File: config.mk
export PLATFORM = sky130hd
export DESIGN_NAME = instr_enc
export DESIGN_NICKNAME = d
export VERILOG_FILES = /design/src/rtl/instr_enc.sv
export SDC_FILE = /design/constraint.sdc
export NUM_CORES = 1
export LEC_CHECK = 0
export ABC_AREA = 1
export BUFFER_PORTS_ARGS = -buffer_cell sky130_fd_sc_hd__buf_4
export CORE_MARGIN = 2
export CORE_UTILIZATION = 30
export CTS_CLUSTER_DIAMETER = 150
export DETAILED_ROUTE_END_ITERATION = 10
export GPL_ROUTABILITY_DRIVEN = 0
export GPL_TIMING_DRIVEN = 0
export PLACE_DENSITY = 0.59
export REMOVE_ABC_BUFFERS = 1
export SYNTH_ARGS = -nofsm -noshare
export SYNTH_HDL_FRONTEND = slang
export SYNTH_SLANG_ARGS = --single-unit
File: constraint.sdc
create_clock -name clk -period 3.45 [get_ports clk]
set_input_delay 0.1725 -clock clk [delete_from_list [all_inputs] [get_ports clk]]
set_output_delay 0.1725 -clock clk [all_outputs]
set_load 0.005 [all_outputs]
File: src/rtl/instr_enc.sv
// instr_enc: packs RV32I decoded fields into instruction words, checks immediates,
// tags each word with a sequential word address and holds it in a one-entry output register.
module instr_enc #(
    parameter int                ADDR_W    = 32,
    parameter logic [ADDR_W-1:0] BASE_ADDR = '0
) (
    input  logic              clk,
    input  logic              rst,
    input  logic              in_valid,
    output logic              in_ready,
    input  logic [2:0]        fmt,
    input  logic [6:0]        opcode,
    input  logic [4:0]        rd,
    input  logic [2:0]        func3,
    input  logic [4:0]        rs1,
    input  logic [4:0]        rs2,
    input  logic [6:0]        func7,
    input  logic [31:0]       imm,
    input  logic              addr_load,
    input  logic [ADDR_W-1:0] addr_val,
    output logic              out_valid,
    input  logic              out_ready,
    output logic [31:0]       out_instr,
    output logic [ADDR_W-1:0] out_addr,
    output logic              out_err,
    output logic [15:0]       word_count,
    output logic [15:0]       err_count
);
    localparam logic [31:0]       NOP  = 32'h0000_0013;
    localparam logic [ADDR_W-1:0] BASE = {BASE_ADDR[ADDR_W-1:2], 2'b00};

    logic [ADDR_W-1:0] cnt;
    logic [ADDR_W-1:0] cur;
    logic [31:0]       enc;
    logic              ok;
    logic              acc;
    logic              fit_i;
    logic              fit_b;
    logic              fit_j;

    assign in_ready = !out_valid || out_ready;
    assign acc      = in_valid && in_ready;
    assign cur      = addr_load ? {addr_val[ADDR_W-1:2], 2'b00} : cnt;

    // A signed immediate fits in N bits when every bit from N-1 upward matches the sign.
    assign fit_i = &imm[31:11] | ~|imm[31:11];
    assign fit_b = &imm[31:12] | ~|imm[31:12];
    assign fit_j = &imm[31:20] | ~|imm[31:20];

    always_comb begin
        enc = NOP;
        ok  = 1'b0;
        case (fmt)
            3'd0: begin enc = {func7, rs2, rs1, func3, rd, opcode}; ok = 1'b1; end
            3'd1: begin enc = {imm[11:0], rs1, func3, rd, opcode}; ok = fit_i; end
            3'd2: begin enc = {imm[11:5], rs2, rs1, func3, imm[4:0], opcode}; ok = fit_i; end
            3'd3: begin
                enc = {imm[12], imm[10:5], rs2, rs1, func3, imm[4:1], imm[11], opcode};
                ok  = fit_b && !imm[0];
            end
            3'd4: begin enc = {imm[31:12], rd, opcode}; ok = ~|imm[11:0]; end
            3'd5: begin
                enc = {imm[20], imm[10:1], imm[11], imm[19:12], rd, opcode};
                ok  = fit_j && !imm[0];
            end
            default: ;
        endcase
    end

    always_ff @(posedge clk) begin
        if (rst) begin
            out_valid  <= 1'b0;
            out_instr  <= NOP;
            out_addr   <= '0;
            out_err    <= 1'b0;
            cnt        <= BASE;
            word_count <= '0;
            err_count  <= '0;
        end else if (acc) begin
            out_valid <= 1'b1;
            out_instr <= ok ? enc : NOP;
            out_addr  <= cur;
            out_err   <= !ok;
            cnt       <= cur + ADDR_W'(4);
            if (word_count != 16'hFFFF) word_count <= word_count + 16'd1;
            if (!ok && err_count != 16'hFFFF) err_count <= err_count + 16'd1;
        end else begin
            cnt <= cur;
            if (out_ready) out_valid <= 1'b0;
        end
    end
endmodule

==> results of run 1 <==
-- tightest hold or removal path, cell delays in order --
cell and delay, ns:
buf_4 0.08, inv_1 0.03, nand2_1 0.10, a21oi_1 0.07
-- cell type report --
cell class	instances	area, um^2
Sequential cell	130	2600
Multi-Input combinational cell	797	3930
Timing Repair Buffer	209	1610
Clock buffer	21	480
Clock inverter	11	175
Fill cell	2557	13900
Inverter	130	498
Tap cell	319	399
-- worst max-delay path by stage --
| stage | startpoint | to | slack (ns) | depth (start not counted) |
|---|---|---|---|---|
| floorplan | out_valid | word_count[7] | -0.05 | 8 |
| global placement | out_valid | word_count[7] | -1.93 | 8 |
| detailed placement | out_valid | word_count[7] | -0.29 | 8 |
| CTS | out_valid | word_count[7] | 0.05 | 8 |
| global route | out_valid | word_count[7] | 0.36 | 9 |
| finish | out_valid | word_count[7] | 0.68 | 9 |
-- placed cells by master, fill, tap and decap left out, types with 14 or more instances in the layout --
| cell type | netlist | final |
|---|---|---|
| nand2_1 | 325 | 325 |
| buf_4 | 1 | 200 |
| nor2_1 | 134 | 134 |
| dfxtp_1 | 130 | 130 |
| inv_1 | 115 | 113 |
| a21oi_1 | 72 | 72 |
| o21ai_0 | 44 | 44 |
| nand4_1 | 39 | 39 |
| nand3_1 | 34 | 34 |
| nand2_2 | 26 | 26 |
| clkbuf_16 | 0 | 17 |
| inv_2 | 13 | 14 |
-- synth_stat cells (12+ instances only) --
| cell | count | area, um^2 |
|---|---|---|
| nor2_2 | 12 | 75.1 |
| nand2_2 | 26 | 163 |
| nand3_1 | 34 | 170 |
| inv_1 | 115 | 432 |
| clkbuf_1 | 23 | 86.3 |
| dfxtp_1 | 130 | 2600 |
| inv_2 | 13 | 48.8 |
| nand2_1 | 325 | 1220 |
| o21ai_0 | 44 | 220 |
| nand4_1 | 39 | 244 |
| a21oi_1 | 72 | 360 |
| nor2_1 | 134 | 503 |
-- report_power, final --
group / switching (mW) / internal (mW) / total [mW] / leakage [nW]
logic: 0.345 / 0.241 / 0.586 / 2.93
clock network: 0.738 / 1.29 / 2.03 / 0.316
registers: 0.0356 / 1.57 / 1.60 / 1.06
total: 1.12 / 3.10 / 4.22 / 4.31
-- state kept, by name (all words and copies together) (netlist names) --
signal	count
out_instr	32
err_count	16
cnt	32
out_addr	32
out_valid	1
out_err	1
word_count	16
-- through the flow --
step / setup slack [ns] / hold WS, ns / util, %
floorplan: -0.0497 / 0.235 / -
global placement: -1.93 / 0.389 / 37.8
detailed placement: -0.289 / 0.397 / 37.9
CTS: 0.0535 / 0.0705 / 41.0
global route: 0.358 / 0.105 / 41.1
finish: 0.680 / 0.0924 / 41.1
-- cell families (layout without fill, tap and decap cells) --
group	count (synthesis)	after routing	synth area share [%]
fa+ha+maj	3	3	0.516
xor+xnor	5	5	0.603
buf+inv	173	371	10.1
simple gates	618	618	38.7
compound gates	169	169	14.0
mux	2	2	0.275
flops	130	130	35.8
-- routing by layer --
metal	vias up	track usage (%)	part of all wire (%)
li1	3906	-	-
met1	3439	21.5	45
met2	216	31.0	47
met3	30	5.66	6.9
met4	0	4.88	1.7
met5	-	0	0
-- what timing repair did --
action,4_1_cts,5_1_grt
gates resized for setup,2,0
hold endpoints to repair,7,0
endpoints found under the setup margin,14,0
hold buffers,7,0
==> flow_summary.ini, run 1 <==
[placed_design]
portBuffers = 200
placedCellCount = 1577
hpwlAfterDp_mm = 16.2
place_area_um2 = 8940

[synthesis]
synth_area_um2 = 7270
synth_edf_count = 0
avgSynthCellArea_um2 = 6.61
ys_seq_area_share_pct = 35.8
syn-instance-count = 1100
async_reset_ff_share_pct = 0
ys.flop_type = dfxtp_1
ys_warn_count = 0
ys_seq_elements = 130
yosysUniqueCellTypes = 50

[detailed_routing]
ant_nets = 0
vias = 7591
wirelength_mm = 23.0
wl_per_cell_um = 14.2
dr.pass1.iters = 5
drc = 0
avgViaCountPerCell = 4.69
drt_first_iter_violations = 352

[layout]
final_nets = 1392
areaGrowthSynthToFinish_pct = 33.4
antenna_cells_inserted = 0
drive_gt1_share_pct = 26.0
fin_area_um2 = 9700
stdcell_count = 1617

[timing]
rsz0062_at_grt = no
hold_violations = 0
skew_ns = 0.0155
relSlewSlack_pct = 38.9
setup-tns-final_ns = 0
tightest_slew_ns = 0.916
maxSlewViolCount = 0
max_freq_mhz = 361
setup_violations = 0
finalCriticalPeriod_ns = 2.77
period_share_pct = 80.3

[die]
die_x_um = 160
dieArea_um2 = 25500
io_pins = 203
coreArea_um2 = 23600
initial_core_util_pct = 30.8
die_y_um = 160
num_rows = 56

[worst_setup_path]
critPathLaunchType = register
cp_slowest_cell = nor3_1
path_class = reg -> reg
r2r_start = out_valid
crit_family = simple AND/OR/NAND/NOR gates
arrival_ns = 3.08
ff2ff_path_depth = 9
crit_fanout = 84
crit_chain = nand2_1 -> nand2_2 -> buf_12 -> inv_8 -> nand2_1 -> nor3_1 -> nand2_1 -> o21ai_0 -> a21oi_1
critPathRequiredTime_ns = 3.76
cp_slowest_stage_delay_ns = 0.54
r2r_setup_slack_ns = 0.68
r2r-end = word_count[7]
end_kind = register
crit_top_cell = nand2_1
crit_buf_inv = 2

[clocking]
cts.clk_slew.worst_paths_ns = 0.06
cts_max_level = 4
clockBufferDepth = 2
root_buffer = clkbuf_16
cts.sinks = 130
cts_tree = built
clk_latency_ns = 0.42
numCtsBuffers = 17
postCtsSetupBuffers = 0

[power_and_ir_drop]
power_leakage_nw = 4.31
p_per_area_nw_per_um2 = 435
total_power_mw = 4.22
ir_worst_vdd_uv = 210

[global_routing]
grtUsageTotal_pct = 18.0
grt_max_degree = 85
grt_pass1_wl_mm = 37.1
grt_remaining_overflow = 0
grt_pass1_vias = 7379
antenna_found_initial = 0

[min_path]
hp-class = in -> reg
hold_path_end = out_valid
hold_path_depth = 4
hold_path_startpoint = out_ready

[flow_run]
cap_viol_max_count = 0

[status]
status = finished, final reports clean
Note: power is estimated with default switching activity, not from simulation.
==> inputs of run 2 (changes only) <==
- PLACE_DENSITY: 0.59 -> 0.61
- clock period: 3.45 -> 2.4 ns (I/O delays scaled with it)
==> flow_summary.ini, run 2 (synthesis results as in run 1) <==
[layout]
final_nets = 1395
antenna_cells_inserted = 0
stdcell_count = 1620
final_cell_mix = nand2_1, buf_4, nor2_1
top_regs = cnt (32), out_addr (32), out_instr (32)
drive_gt1_share_pct = 26.4
areaGrowthSynthToFinish_pct = 32.8
layout_commonest_cell = nand2_1
post-route-util_pct = 40.9

[clocking]
root_buffer = clkbuf_16
numCtsBuffers = 17
cts.sinks = 130
cts_max_level = 4
clockBufferDepth = 2
cts.clk_slew.worst_paths_ns = 0.07
cts_tree = built
clk_latency_ns = 0.42

[detailed_routing]
wl_per_cell_um = 14.4
ant_nets = 0
wirelength_mm = 23.4
vias = 7640
avgViaCountPerCell = 4.72
drt_first_iter_violations = 431
dr.pass1.iters = 5
drc = 0

[timing]
maxSlewViolCount = 0
period_share_pct = 89.7
skew_ns = 0.0150
relSlewSlack_pct = 39.3
finalCriticalPeriod_ns = 2.15
rsz0062_at_grt = no
setup_violations = 0
max_freq_mhz = 464
tightest_slew_ns = 0.910
hold_slack_ns = 0.0527
setup-tns-final_ns = 0
hold_violations = 0

[min_path]
hp-class = in -> reg

[global_routing]
antenna_found_initial = 0
grt_max_degree = 65
grt_remaining_overflow = 0
grtUsageTotal_pct = 18.2
grt_pass1_vias = 7453
grt_pass1_wl_mm = 37.9

[worst_setup_path]
path_class = reg -> reg
critPathRequiredTime_ns = 2.75
end_kind = register
crit_fanout = 42
arrival_ns = 2.51
critPathLaunchType = register

[status]
status = finished, final reports clean

[die]
die_x_um = 160
io_pins = 203
die_y_um = 160
dieArea_um2 = 25500
coreArea_um2 = 23600
initial_core_util_pct = 30.8
num_rows = 56

[placed_design]
portBuffers = 200
placedCellCount = 1577
hpwlAfterDp_mm = 15.9

[power_and_ir_drop]
p_per_area_nw_per_um2 = 589
ir_worst_vdd_uv = 314
power_leakage_nw = 4.27
total_power_mw = 5.68

[flow_run]
cap_viol_max_count = 0
[run 2: cell count changes in the layout (fill, tap and decap cells not counted), sizes merged]
cell / delta
clkbuf: -4
inv: +1
nand2: +1
clkinv: +6
clkinvlp: +1
bufinv: -3
buf: +1
[run 2: power by group]
group	switching (mW)	leakage (nW)	internal, mW
Clock	1.08	0.273	1.43
Combinational	0.514	2.94	0.346
Sequential	0.0513	1.06	2.25
Total	1.65	4.27	4.03
[run 2: worst paths after layout]
path / slack (ns) / startpoint / to / depth (start not counted)
setup reg to reg: 0.25 / out_valid / cnt[20] / 10
hold reg to reg: 0.46 / cnt[1] / cnt[1] / 2
hold / removal: 0.05 / func3[2] / out_instr[14] / 5
setup / recovery: 0.25 / out_valid / cnt[20] / 10
[run 2: layer usage]
metal,routed length (um),track usage (%),up-vias
met5,0,0,-
met1,10500,23.0,3470
met2,10800,30.1,233
li1,-,-,3908
met3,1560,4.60,29
met4,439,5.99,0
[run 2: cell type report]
| class | count | area [um^2] |
|---|---|---|
| clock buffer | 17 | 425 |
| clock inverter | 15 | 135 |
| fill | 2514 | 14000 |
| inverter | 130 | 510 |
| multi-input combinational | 798 | 3960 |
| sequential | 130 | 2600 |
| tap | 319 | 399 |
| timing repair buffer | 210 | 1610 |
| timing repair inverter | 1 | 8.76 |
[run 2: metrics by stage]
step	instance area, um^2	setup WS (ns)
final	9650	0.246
after global routing	9650	0.0313
after CTS	9620	0.0850
after detailed placement	8940	-1.30
after global placement	8920	-2.96
after floorplan	7020	-1.10
[run 2: what timing repair did]
action | CTS | global route
pin swaps | 0 | 2
hold buffers | 7 | 0
resized for setup | 7 | 2
setup endpoints to repair | 116 | 19
endpoints found under the hold margin | 7 | 0
setup buffers | 0 | 2
gates cloned | 1 | 1
[run 2: worst max-delay path: stages, from the launching register on]
cell	delay [ns]
dfxtp_1	0.32
nand2_2	0.20
nand2_8	0.25
inv_16	0.26
nand2_1	0.17
nor3_4	0.25
nand3_1	0.19
nor2_2	0.17
nand2_1	0.08
nand2_1	0.06
and3_1	0.13
==> inputs of run 3 (changes only) <==
- CORE_MARGIN: 2 -> 3
- CORE_UTILIZATION: 30 -> 48
- PLACE_DENSITY: 0.61 -> 0.85
==> flow_summary.ini, run 3 (synthesis results as in run 1) <==
[status]
status = finished, final reports clean

[power_and_ir_drop]
p_per_area_nw_per_um2 = 615
ir_worst_vdd_uv = 457
power_leakage_nw = 4.34
total_power_mw = 5.90

[die]
initial_core_util_pct = 49.4
coreArea_um2 = 14700
io_pins = 203
die_x_um = 129
die_y_um = 129
num_rows = 44
dieArea_um2 = 16700

[global_routing]
antenna_found_initial = 0
grt_remaining_overflow = 0
grt_pass1_vias = 7402
grt_max_degree = 65
grtUsageTotal_pct = 25.3
grt_pass1_wl_mm = 34.2

[worst_setup_path]
critPathRequiredTime_ns = 2.70
arrival_ns = 2.50
crit_buf_inv = 2
cp_slowest_stage_delay_ns = 0.37
cp_slowest_cell = nor3_2
crit_family = simple AND/OR/NAND/NOR gates
end_kind = register
crit_chain = nand2_4 -> nand2_8 -> inv_16 -> buf_16 -> nand2_1 -> nor3_2 -> nand2_1 -> o21ai_0 -> a21oi_1
path_class = reg -> reg
crit_top_cell = nand2_1
critPathLaunchType = register
crit_fanout = 48

[min_path]
hp-class = in -> reg

[timing]
tightest_slew_ns = 0.859
finalCriticalPeriod_ns = 2.20
rsz0062_at_grt = no
relSlewSlack_pct = 42.2
max_freq_mhz = 455
skew_ns = 0.00797
setup_violations = 0
maxSlewViolCount = 0
hold_violations = 0
period_share_pct = 91.5

[clocking]
cts_max_level = 4
cts.clk_slew.worst_paths_ns = 0.06
numCtsBuffers = 17
cts.sinks = 130
clk_latency_ns = 0.42
root_buffer = clkbuf_16
cts_tree = built
clockBufferDepth = 2

[detailed_routing]
dr.pass1.iters = 6
drt_first_iter_violations = 617
vias = 7938
wirelength_mm = 21.4
drc = 0
ant_nets = 0
wl_per_cell_um = 14.4
avgViaCountPerCell = 5.33

[layout]
final_nets = 1399
areaGrowthSynthToFinish_pct = 32.1
n_fill_cell = 1276
antenna_cells_inserted = 0
top_regs = cnt (32), out_addr (32), out_instr (32)
layout_commonest_cell = nand2_1
final_cell_mix = nand2_1, buf_4, nor2_1
post-route-util_pct = 65.3
drive_gt1_share_pct = 26.5

[flow_run]
cap_viol_max_count = 0

[placed_design]
hpwlAfterDp_mm = 14.5
portBuffers = 200
[run 3: cell types whose count changed in the layout (fill, tap and decap cells not counted), sizes merged]
cell      before  now
clkinv        11    7
nand2        355  356
clkbuf        17   18
bufinv         1    4
buf          203  207
inv          131  130
clkinvlp       3    2
[run 3: worst reg2reg max path, delay by kind of cell, from the launching register on]
family	cells	cell delay, ns
AO/OA/AOI/OAI	2	0.28
buffers and inverters	2	0.42
flip-flops	1	0.33
AND/OR/NAND/NOR	5	1.08
[run 3: worst paths after layout]
check,start,to,slack [ns],cells after the start
hold reg to reg,cnt[1],cnt[1],0.45,2
setup reg to reg,out_valid,word_count[7],0.20,9
hold / removal,rs1[0],out_instr[15],0.05,5
setup / recovery,out_valid,word_count[7],0.20,9
[run 3: layout make-up]
type,instances,area (um^2),area share (%)
clock buffer,18,439,4.57
clock inverter,13,185,1.93
inverter,130,507,5.28
multi-input combinational,799,3980,41.5
sequential,130,2600,27.1
tap,184,230,2.40
timing repair buffer,214,1660,17.3
[run 3: power breakdown]
part / leakage (nW) / total (mW) / switching (mW) / internal (mW)
Sequential: 1.06 / 2.31 / 0.0518 / 2.26
Combinational: 2.98 / 0.852 / 0.499 / 0.353
Clock: 0.302 / 2.74 / 0.983 / 1.76
[run 3: timing repair]
| action | in CTS | in global routing |
|---|---|---|
| setup buffers | 0 | 5 |
| gates cloned | 1 | 1 |
| endpoints found under the setup margin | 70 | 11 |
| hold buffers | 7 | 0 |
| endpoints found under the hold margin | 7 | 0 |
| resized for setup | 8 | 4 |
| pin swaps | 1 | 2 |
[run 3: metrics by stage]
step	area [um^2]	instances	setup TNS [ns]	hold slack, ns	setup slack, ns
final	9600	1488	0	0.0484	0.204
after global routing	9600	1488	0	0.0558	0.00959
after CTS	9530	1482	0	0.0326	0.0120
after detailed placement	8790	1443	-30.19	0.340	-1.03
after global placement	8750	1441	-147.32	0.334	-2.54
after floorplan	7020	1057	-41.07	0.182	-1.10
[run 3: metal layers]
layer / vias to the layer above / wire [um] / global-route usage, %
met5: - / 0 / 0
met4: 0 / 721 / 12.9
met3: 66 / 1780 / 6.97
met2: 363 / 10600 / 43.1
met1: 3590 / 8360 / 29.2
li1: 3919 / - / -
